==> config.mk <==
export PLATFORM = sky130hd
export DESIGN_NAME = multicycle_controller
export DESIGN_NICKNAME = d
export VERILOG_FILES = /design/src/rtl/multicycle_controller.sv
export SDC_FILE = /design/constraint.sdc
export NUM_CORES = 1
export LEC_CHECK = 0
export BUFFER_PORTS_ARGS = -buffer_cell sky130_fd_sc_hd__buf_2
export CAP_MARGIN = 0
export CORE_MARGIN = 3
export CORE_UTILIZATION = 28
export DETAILED_ROUTE_END_ITERATION = 6
export PLACE_DENSITY = 0.69
export SLEW_MARGIN = 10
export SYNTH_ARGS = -nofsm -noshare
export SYNTH_HDL_FRONTEND = slang
export SYNTH_SLANG_ARGS = --single-unit
==> constraint.sdc <==
create_clock -name clk -period 2.6 [get_ports clk]
set_input_delay 0.52 -clock clk [delete_from_list [all_inputs] [get_ports clk]]
set_output_delay 0.52 -clock clk [all_outputs]
set_load 0.01 [all_outputs]
==> src/rtl/multicycle_controller.sv <==
// Control unit for the multicycle MIPS datapath: Moore main FSM plus ALU decoder.
// Define MC_BNE_EN to add the BNEEX state (op 000101, branch on not-equal).
module multicycle_controller #(
    parameter int STATE_W = 4
) (
    input  logic               clk,
    input  logic               reset,
    input  logic [5:0]         op,
    input  logic [5:0]         funct,
    input  logic               zero,
    output logic               pcen,
    output logic               iord,
    output logic               irwrite,
    output logic               memwrite,
    output logic               memtoreg,
    output logic               regdst,
    output logic               regwrite,
    output logic               alusrcA,
    output logic [1:0]         alusrcB,
    output logic [1:0]         pcsrc,
    output logic               jump,
    output logic [2:0]         alucontrol,
    output logic [STATE_W-1:0] state
);

    typedef enum logic [3:0] {
        FETCH    = 4'd0,
        DECODE   = 4'd1,
        MEMADR   = 4'd2,
        MEMRD    = 4'd3,
        MEMWB    = 4'd4,
        MEMWR    = 4'd5,
        RTYPEEX  = 4'd6,
        RTYPEWB  = 4'd7,
        BEQEX    = 4'd8,
        ADDIEX   = 4'd9,
        ADDIWB   = 4'd10,
        JEX      = 4'd11,
        BNEEX    = 4'd12
    } state_t;

    localparam logic [5:0] OP_LW   = 6'b100011;
    localparam logic [5:0] OP_SW   = 6'b101011;
    localparam logic [5:0] OP_RTYPE = 6'b000000;
    localparam logic [5:0] OP_BEQ  = 6'b000100;
    localparam logic [5:0] OP_ADDI = 6'b001000;
    localparam logic [5:0] OP_J    = 6'b000010;
    localparam logic [5:0] OP_BNE  = 6'b000101;

    state_t     state_q;
    state_t     state_d;
    logic       pcwrite;
    logic       branch;
    logic       branch_ne;
    logic       irwrite_raw;
    logic       regwrite_raw;
    logic       memwrite_raw;
    logic [1:0] aluop;

    always_ff @(posedge clk) begin
        if (reset) state_q <= FETCH;
        else       state_q <= state_d;
    end

    always_comb begin
        state_d      = FETCH;
        pcwrite      = 1'b0;
        branch       = 1'b0;
        branch_ne    = 1'b0;
        iord         = 1'b0;
        irwrite_raw  = 1'b0;
        memwrite_raw = 1'b0;
        memtoreg     = 1'b0;
        regdst       = 1'b0;
        regwrite_raw = 1'b0;
        alusrcA      = 1'b0;
        alusrcB      = 2'b00;
        pcsrc        = 2'b00;
        jump         = 1'b0;
        aluop        = 2'b00;
        case (state_q)
            FETCH: begin
                alusrcB     = 2'b01;
                irwrite_raw = 1'b1;
                pcwrite     = 1'b1;
                state_d     = DECODE;
            end
            DECODE: begin
                alusrcB = 2'b11;
                case (op)
                    OP_LW, OP_SW: state_d = MEMADR;
                    OP_RTYPE:     state_d = RTYPEEX;
                    OP_BEQ:       state_d = BEQEX;
                    OP_ADDI:      state_d = ADDIEX;
                    OP_J:         state_d = JEX;
`ifdef MC_BNE_EN
                    OP_BNE:       state_d = BNEEX;
`endif
                    default:      state_d = FETCH;
                endcase
            end
            MEMADR: begin
                alusrcA = 1'b1;
                alusrcB = 2'b10;
                state_d = (op == OP_LW) ? MEMRD : MEMWR;
            end
            MEMRD: begin
                iord    = 1'b1;
                state_d = MEMWB;
            end
            MEMWB: begin
                memtoreg     = 1'b1;
                regwrite_raw = 1'b1;
            end
            MEMWR: begin
                iord         = 1'b1;
                memwrite_raw = 1'b1;
            end
            RTYPEEX: begin
                alusrcA = 1'b1;
                aluop   = 2'b10;
                state_d = RTYPEWB;
            end
            RTYPEWB: begin
                regdst       = 1'b1;
                regwrite_raw = 1'b1;
            end
            BEQEX: begin
                alusrcA = 1'b1;
                aluop   = 2'b01;
                pcsrc   = 2'b01;
                branch  = 1'b1;
            end
`ifdef MC_BNE_EN
            BNEEX: begin
                alusrcA   = 1'b1;
                aluop     = 2'b01;
                pcsrc     = 2'b01;
                branch    = 1'b1;
                branch_ne = 1'b1;
            end
`endif
            ADDIEX: begin
                alusrcA = 1'b1;
                alusrcB = 2'b10;
                state_d = ADDIWB;
            end
            ADDIWB: regwrite_raw = 1'b1;
            JEX: begin
                pcsrc   = 2'b10;
                pcwrite = 1'b1;
                jump    = 1'b1;
            end
            // Unused codes recover to FETCH with every enable held low.
            default: state_d = FETCH;
        endcase
    end

    always_comb begin
        alucontrol = 3'b010;
        case (aluop)
            2'b01: alucontrol = 3'b110;
            2'b10: begin
                case (funct)
                    6'b100010: alucontrol = 3'b110;
                    6'b100100: alucontrol = 3'b000;
                    6'b100101: alucontrol = 3'b001;
                    6'b101010: alucontrol = 3'b111;
                    default:   alucontrol = 3'b010;
                endcase
            end
            default: alucontrol = 3'b010;
        endcase
    end

    // Write enables are gated by reset so an aborted instruction cannot commit.
    assign pcen     = ~reset & (pcwrite | (branch & (branch_ne ? ~zero : zero)));
    assign irwrite  = ~reset & irwrite_raw;
    assign regwrite = ~reset & regwrite_raw;
    assign memwrite = ~reset & memwrite_raw;
    assign state    = STATE_W'(state_q);

endmodule
==> impl_metrics.py, run 1 <==
metrics = {
    "drt": {
        "drt-total-wl_mm": 1.61,
        "via_per_inst": 5.08,
        "drt_iter0_markers": 10,
        "drc": 0,
        "dr.pass1.iters": 4,
        "detail-route-antenna-nets": 0,
        "vias": 691,
        "wl_per_cell_um": 11.8,
    },
    "global_route": {
        "met1_usage_pct": 14.8,
        "grt.busiest_layer": "met2",
        "grt_pass1_wl_mm": 2.68,
        "use_met3_pct": 6.73,
        "grt_overflow": 0,
        "track_usage_pct": 14.3,
        "grt_util_met2_pct": 24.7,
        "grt_pass1_vias": 638,
        "grt_start_max_net_pins": 17,
        "antenna_found_initial": 0,
    },
    "clock_tree": {
        "htree_levels": 1,
        "numCtsBuffers": 3,
        "clk_path_buf_depth": 2,
        "clock_latency_ns": 0.24,
        "cts_resized": 0,
        "clock-sinks": 4,
        "hold_buffers": 0,
        "clk_pin_slew_worst_paths_ns": 0.04,
        "cts_tree": "built",
        "cts_root_buf": "clkbuf_4",
        "post_cts_buffers": 0,
    },
    "power": {
        "vdd.ir_drop.worst_v": 0.000138,
        "p_per_area_nw_per_um2": 275,
        "p_leak_uw": 0.000318,
        "total_power_uw": 203,
    },
    "logic_synthesis": {
        "synth_top_cell_by_area": "dfxtp_1",
        "synthesis.instances": 77,
        "ys_types": 34,
        "ys_warn_count": 0,
        "syn_area_sq_um": 517,
        "yosys_most_used_dff": "dfxtp_1",
        "synth.yosys.seq_area_share_pct": 15.5,
        "synth_area_leaders": "dfxtp_1 15%, nor3_1 7.7%, nor2_1 6.5%",
        "synth.most_common_cell": "nor2_1",
        "syn_area_per_cell_sq_um": 6.71,
        "synth_top_area_share_pct": 15.5,
        "synth_edf_count": 0,
        "postSynth.asyncResetShare_pct": 0,
        "syn_nets": 94,
        "synth_commonest_cells": "9 x nor2_1, 8 x nor3_1, 6 x nand2_1",
        "ys_ff_latch": 4,
    },
    "floorplan": {
        "die-area_sq_um": 2400,
        "die_x_um": 49.0,
        "coreArea_sq_um": 1610,
        "die_h_um": 49.0,
        "ios": 35,
        "start_util_pct": 32.1,
        "fp-row-count": 14,
    },
    "layout": {
        "drive_above_1_share_pct": 37.5,
        "nets": 131,
        "largest_reg_flops": 4,
        "area_delta_synth_final_pct": 43.3,
        "num_antenna_cells": 0,
        "final_area_sq_um": 741,
        "final_cells": 136,
    },
    "sta": {
        "worstMarginPinSlew_ns": 0.348,
        "finalMaxSlewViolations": 0,
        "relSlewSlack_pct": 76.6,
        "timing.final.crit_share_pct": 87.6,
        "fmax_mhz": 439,
        "setup_viol": 0,
        "hold_violations": 0,
        "finalSetupTns_ns": 0,
        "fin_ws_ns": 0.322,
        "rsz0062_at_grt": "no",
        "fin_worst_skew_ns": 0.00732,
        "post-route-min-period_ns": 2.28,
    },
    "hold_path": {
        "min_path_type": "input pin to flip-flop",
        "hold-path-cell-count": 2,
    },
    "worst_setup_path": {
        "worst-endpoint-required_ns": 2.08,
        "crit_arrival_ns": 1.76,
        "crit_path_max_fanout": 6,
        "end_kind": "output port",
        "path_class": "flip-flop to output port",
        "r2r_slack_ns": 1.22,
        "reg2regPathDepth": 5,
        "critPathLaunchType": "flip-flop",
    },
    "placement": {
        "placed_cell_area_sq_um": 718,
        "port-buffer-count": 34,
        "post-place-ws_ns": 0.570,
        "place_congestion": 0.754,
        "hpwl_mm": 1.32,
        "dp_cells": 133,
    },
    "run_status": {
        "status": "finished, final reports clean",
    },
    "job": {
        "drv_cap": 0,
    },
}
-- logic make-up after synthesis --
logic type                 count (synthesis)  synth area share, %
and+or+nand+nor                           42                 43.1
AOI/OAI and AO/OA                         18                 24.2
buffers and inverters                      8                 7.02
DFF                                        4                 15.5
xor gates and xnor gates                   2                 3.39
adders and majority gates                  2                 4.84
muxes                                      1                 1.94
-- where the power goes --
part | internal (uW) | switching, uW | leakage, uW
Sequential | 63.5 | 2.77 | 0.0000326
Clock | 51.8 | 28.3 | 0.0000138
Combinational | 25.8 | 31.2 | 0.000272
-- routing by layer --
layer  up-vias  share of wire (%)
met1       308                 41
met5         -                  0
li1        356                  -
met4         0               0.75
met3         2                8.2
met2        25                 50
-- cells in the final DEF (no fill, tap or decap), types with 3 or more instances in the layout --
cell type | netlist | routed
a31oi_1 | 3 | 3
nand2_1 | 6 | 6
nor4_1 | 3 | 3
nor3_1 | 8 | 8
buf_4 | 1 | 4
clkbuf_4 | 0 | 3
dfxtp_1 | 4 | 4
a21oi_1 | 5 | 5
nor3b_1 | 3 | 3
buf_2 | 2 | 34
nand2b_1 | 5 | 5
nor2_1 | 9 | 9
-- worst paths after layout --
check / startpoint / endpoint
worst max-delay path: state[3]$_SDFF_PP0_ / alucontrol[1]
worst min-delay path: reset / state[1]$_SDFF_PP0_
worst max register to register: state[0]$_SDFF_PP0_ / state[1]$_SDFF_PP0_
worst min register to register: state[2]$_SDFF_PP0_ / state[3]$_SDFF_PP0_
-- stage by stage --
| stage | utilization (%) | hold WS [ns] |
|---|---|---|
| final | 46.0 | 0.546 |
| after global routing | 46.0 | 0.534 |
| after CTS | 46.0 | 0.541 |
| after detailed placement | 44.6 | 0.628 |
| after global placement | 44.6 | 0.632 |
| after floorplan | - | 0.575 |
-- critical path, cell delays in order (launching register included) --
cell	delay, ns
dfxtp_1	0.37
nand2b_1	0.16
nor3_1	0.24
inv_1	0.07
ha_1	0.32
a211o_1	0.23
buf_2	0.14
-- cell type report --
type | instances | area [sq um]
Clock buffer | 3 | 22.5
Fill cell | 184 | 871
Inverter | 2 | 7.51
Multi-Input combinational cell | 65 | 400
Sequential cell | 4 | 80.1
Tap cell | 24 | 30.0
Timing Repair Buffer | 38 | 200
(Power assumes the default switching activity.)
==> run 2: changes to the inputs <==
--- a/config.mk
+++ b/config.mk
@@ -7,10 +7,13 @@
 export LEC_CHECK = 0
 export BUFFER_PORTS_ARGS = -buffer_cell sky130_fd_sc_hd__buf_2
 export CAP_MARGIN = 0
+export CELL_PAD_IN_SITES_DETAIL_PLACEMENT = 1
+export CELL_PAD_IN_SITES_GLOBAL_PLACEMENT = 2
+export CORE_ASPECT_RATIO = 1.4
 export CORE_MARGIN = 3
-export CORE_UTILIZATION = 28
+export CORE_UTILIZATION = 19
 export DETAILED_ROUTE_END_ITERATION = 6
-export PLACE_DENSITY = 0.69
+export PLACE_DENSITY = 0.88
 export SLEW_MARGIN = 10
 export SYNTH_ARGS = -nofsm -noshare
 export SYNTH_HDL_FRONTEND = slang
==> impl_metrics.py, run 2 (same netlist as run 1, synthesis figures left out) <==
metrics = {
    "sta": {
        "post-route-min-period_ns": 2.38,
        "rsz0062_at_grt": "no",
        "relSlewSlack_pct": 75.3,
        "fin_worst_skew_ns": 0.000147,
        "worstMarginPinSlew_ns": 0.368,
        "finalMaxSlewViolations": 0,
        "fmax_mhz": 420,
        "timing.final.crit_share_pct": 91.6,
        "setup_viol": 0,
        "hold_violations": 0,
        "finalSetupTns_ns": 0,
        "fin_ws_ns": 0.217,
    },
    "floorplan": {
        "coreArea_sq_um": 2500,
        "die-area_sq_um": 3390,
        "die_h_um": 67.7,
        "start_util_pct": 20.7,
        "ios": 35,
        "die_x_um": 50.1,
        "fp-row-count": 21,
    },
    "power": {
        "p_leak_uw": 0.000313,
        "vdd.ir_drop.worst_v": 0.000141,
        "p_per_area_nw_per_um2": 279,
    },
    "drt": {
        "dr.pass1.iters": 3,
        "drc": 0,
        "highest_layer": "met4",
        "drt_iter0_markers": 4,
        "wl_per_cell_um": 12.9,
        "via_per_inst": 4.92,
        "wl_met2_mm": 1.04,
        "wl_met1_um": 695,
        "drt-total-wl_mm": 1.87,
        "dr_wl_met3_um": 114,
        "vias": 713,
        "detail-route-antenna-nets": 0,
    },
    "run_status": {
        "status": "finished, final reports clean",
    },
    "worst_setup_path": {
        "crit_buf_inv": 2,
        "path_depth": 6,
        "path_class": "flip-flop to output port",
        "crit_chain": "nand2b_1, nor3_1, inv_1, ha_1, a211o_1, buf_2",
        "crit_path_max_fanout": 11,
        "worst-endpoint-required_ns": 2.08,
        "critPathTopFamily": "simple AND/OR/NAND/NOR gates",
        "slowest_stage": "dfxtp_2",
        "cp_slowest_stage_delay_ns": 0.42,
        "end_kind": "output port",
        "crit_arrival_ns": 1.86,
        "reg2regPathDepth": 5,
        "critPathLaunchType": "flip-flop",
    },
    "clock_tree": {
        "cts_root_buf": "clkbuf_4",
        "post_cts_buffers": 0,
        "htree_levels": 1,
        "numCtsBuffers": 3,
        "cts_resized": 0,
        "clk_path_buf_depth": 2,
        "hold_buffers": 0,
        "clk_pin_slew_worst_paths_ns": 0.04,
        "clock-sinks": 4,
        "clock_latency_ns": 0.24,
        "cts_tree": "built",
    },
    "layout": {
        "final_common_cell": "buf_2",
        "regArea_sq_um": 81.3,
        "drive_above_1_share_pct": 37.8,
        "area_delta_synth_final_pct": 44.6,
        "fill_cells": 332,
        "largest_reg_flops": 4,
        "num_antenna_cells": 0,
        "final_cell_mix": "34 x buf_2, 9 x nor2_1, 8 x nor3_1, 6 x nand2_1",
        "nets": 130,
        "multiInputGateArea_sq_um": 400,
    },
    "global_route": {
        "antenna_found_initial": 0,
        "track_usage_pct": 11.8,
        "grt_overflow": 0,
        "grt_start_max_net_pins": 15,
        "grt_pass1_vias": 707,
        "grt_pass1_wl_mm": 3.04,
    },
    "placement": {
        "place_congestion": 0.874,
        "hpwl_mm": 1.50,
        "port-buffer-count": 34,
        "post-place-ws_ns": 0.303,
    },
    "hold_path": {
        "min_path_type": "input pin to flip-flop",
        "hold-path-cell-count": 2,
    },
    "job": {
        "drv_cap": 0,
    },
}
-- run 2: per-layer routing --
| layer | global-route usage, % | up-vias |
|---|---|---|
| met5 | 0 | - |
| met4 | 4.15 | 0 |
| met3 | 3.09 | 2 |
| met2 | 23.0 | 23 |
| met1 | 11.7 | 337 |
| li1 | - | 351 |
-- run 2: stage by stage --
step / util, % / hold WS (ns) / cell area [sq um] / power (uW) / cells
final: 29.9 / 0.528 / 747 / 208 / 145
after global routing: 29.9 / 0.533 / 747 / 222 / 145
after CTS: 29.9 / 0.531 / 746 / 211 / 145
after detailed placement: 29.0 / 0.639 / 723 / 125 / 142
after global placement: 29.0 / 0.649 / 723 / 124 / 142
after floorplan: - / 0.575 / 517 / 94.7 / 77
-- run 2: power by group --
part | switching [uW] | internal, uW
clock network | 31.9 | 52.1
logic | 32.9 | 25.7
registers | 2.20 | 63.5
-- run 2: final timing paths --
path / start / end / slack, ns
max: state[3]$_SDFF_PP0_ / alucontrol[1] / 0.22
min: reset / state[1]$_SDFF_PP0_ / 0.53
max reg2reg: state[1]$_SDFF_PP0_ / state[1]$_SDFF_PP0_ / 1.20
min reg2reg: state[3]$_SDFF_PP0_ / state[3]$_SDFF_PP0_ / 0.63
-- run 2: area by class of cell --
| cell class | instances | share of cell area (%) |
|---|---|---|
| multi-input combinational | 65 | 53.6 |
| tap | 34 | 5.70 |
| clock buffer | 3 | 3.02 |
| timing repair buffer | 37 | 25.8 |
| sequential | 4 | 10.9 |
| inverter | 2 | 1.01 |
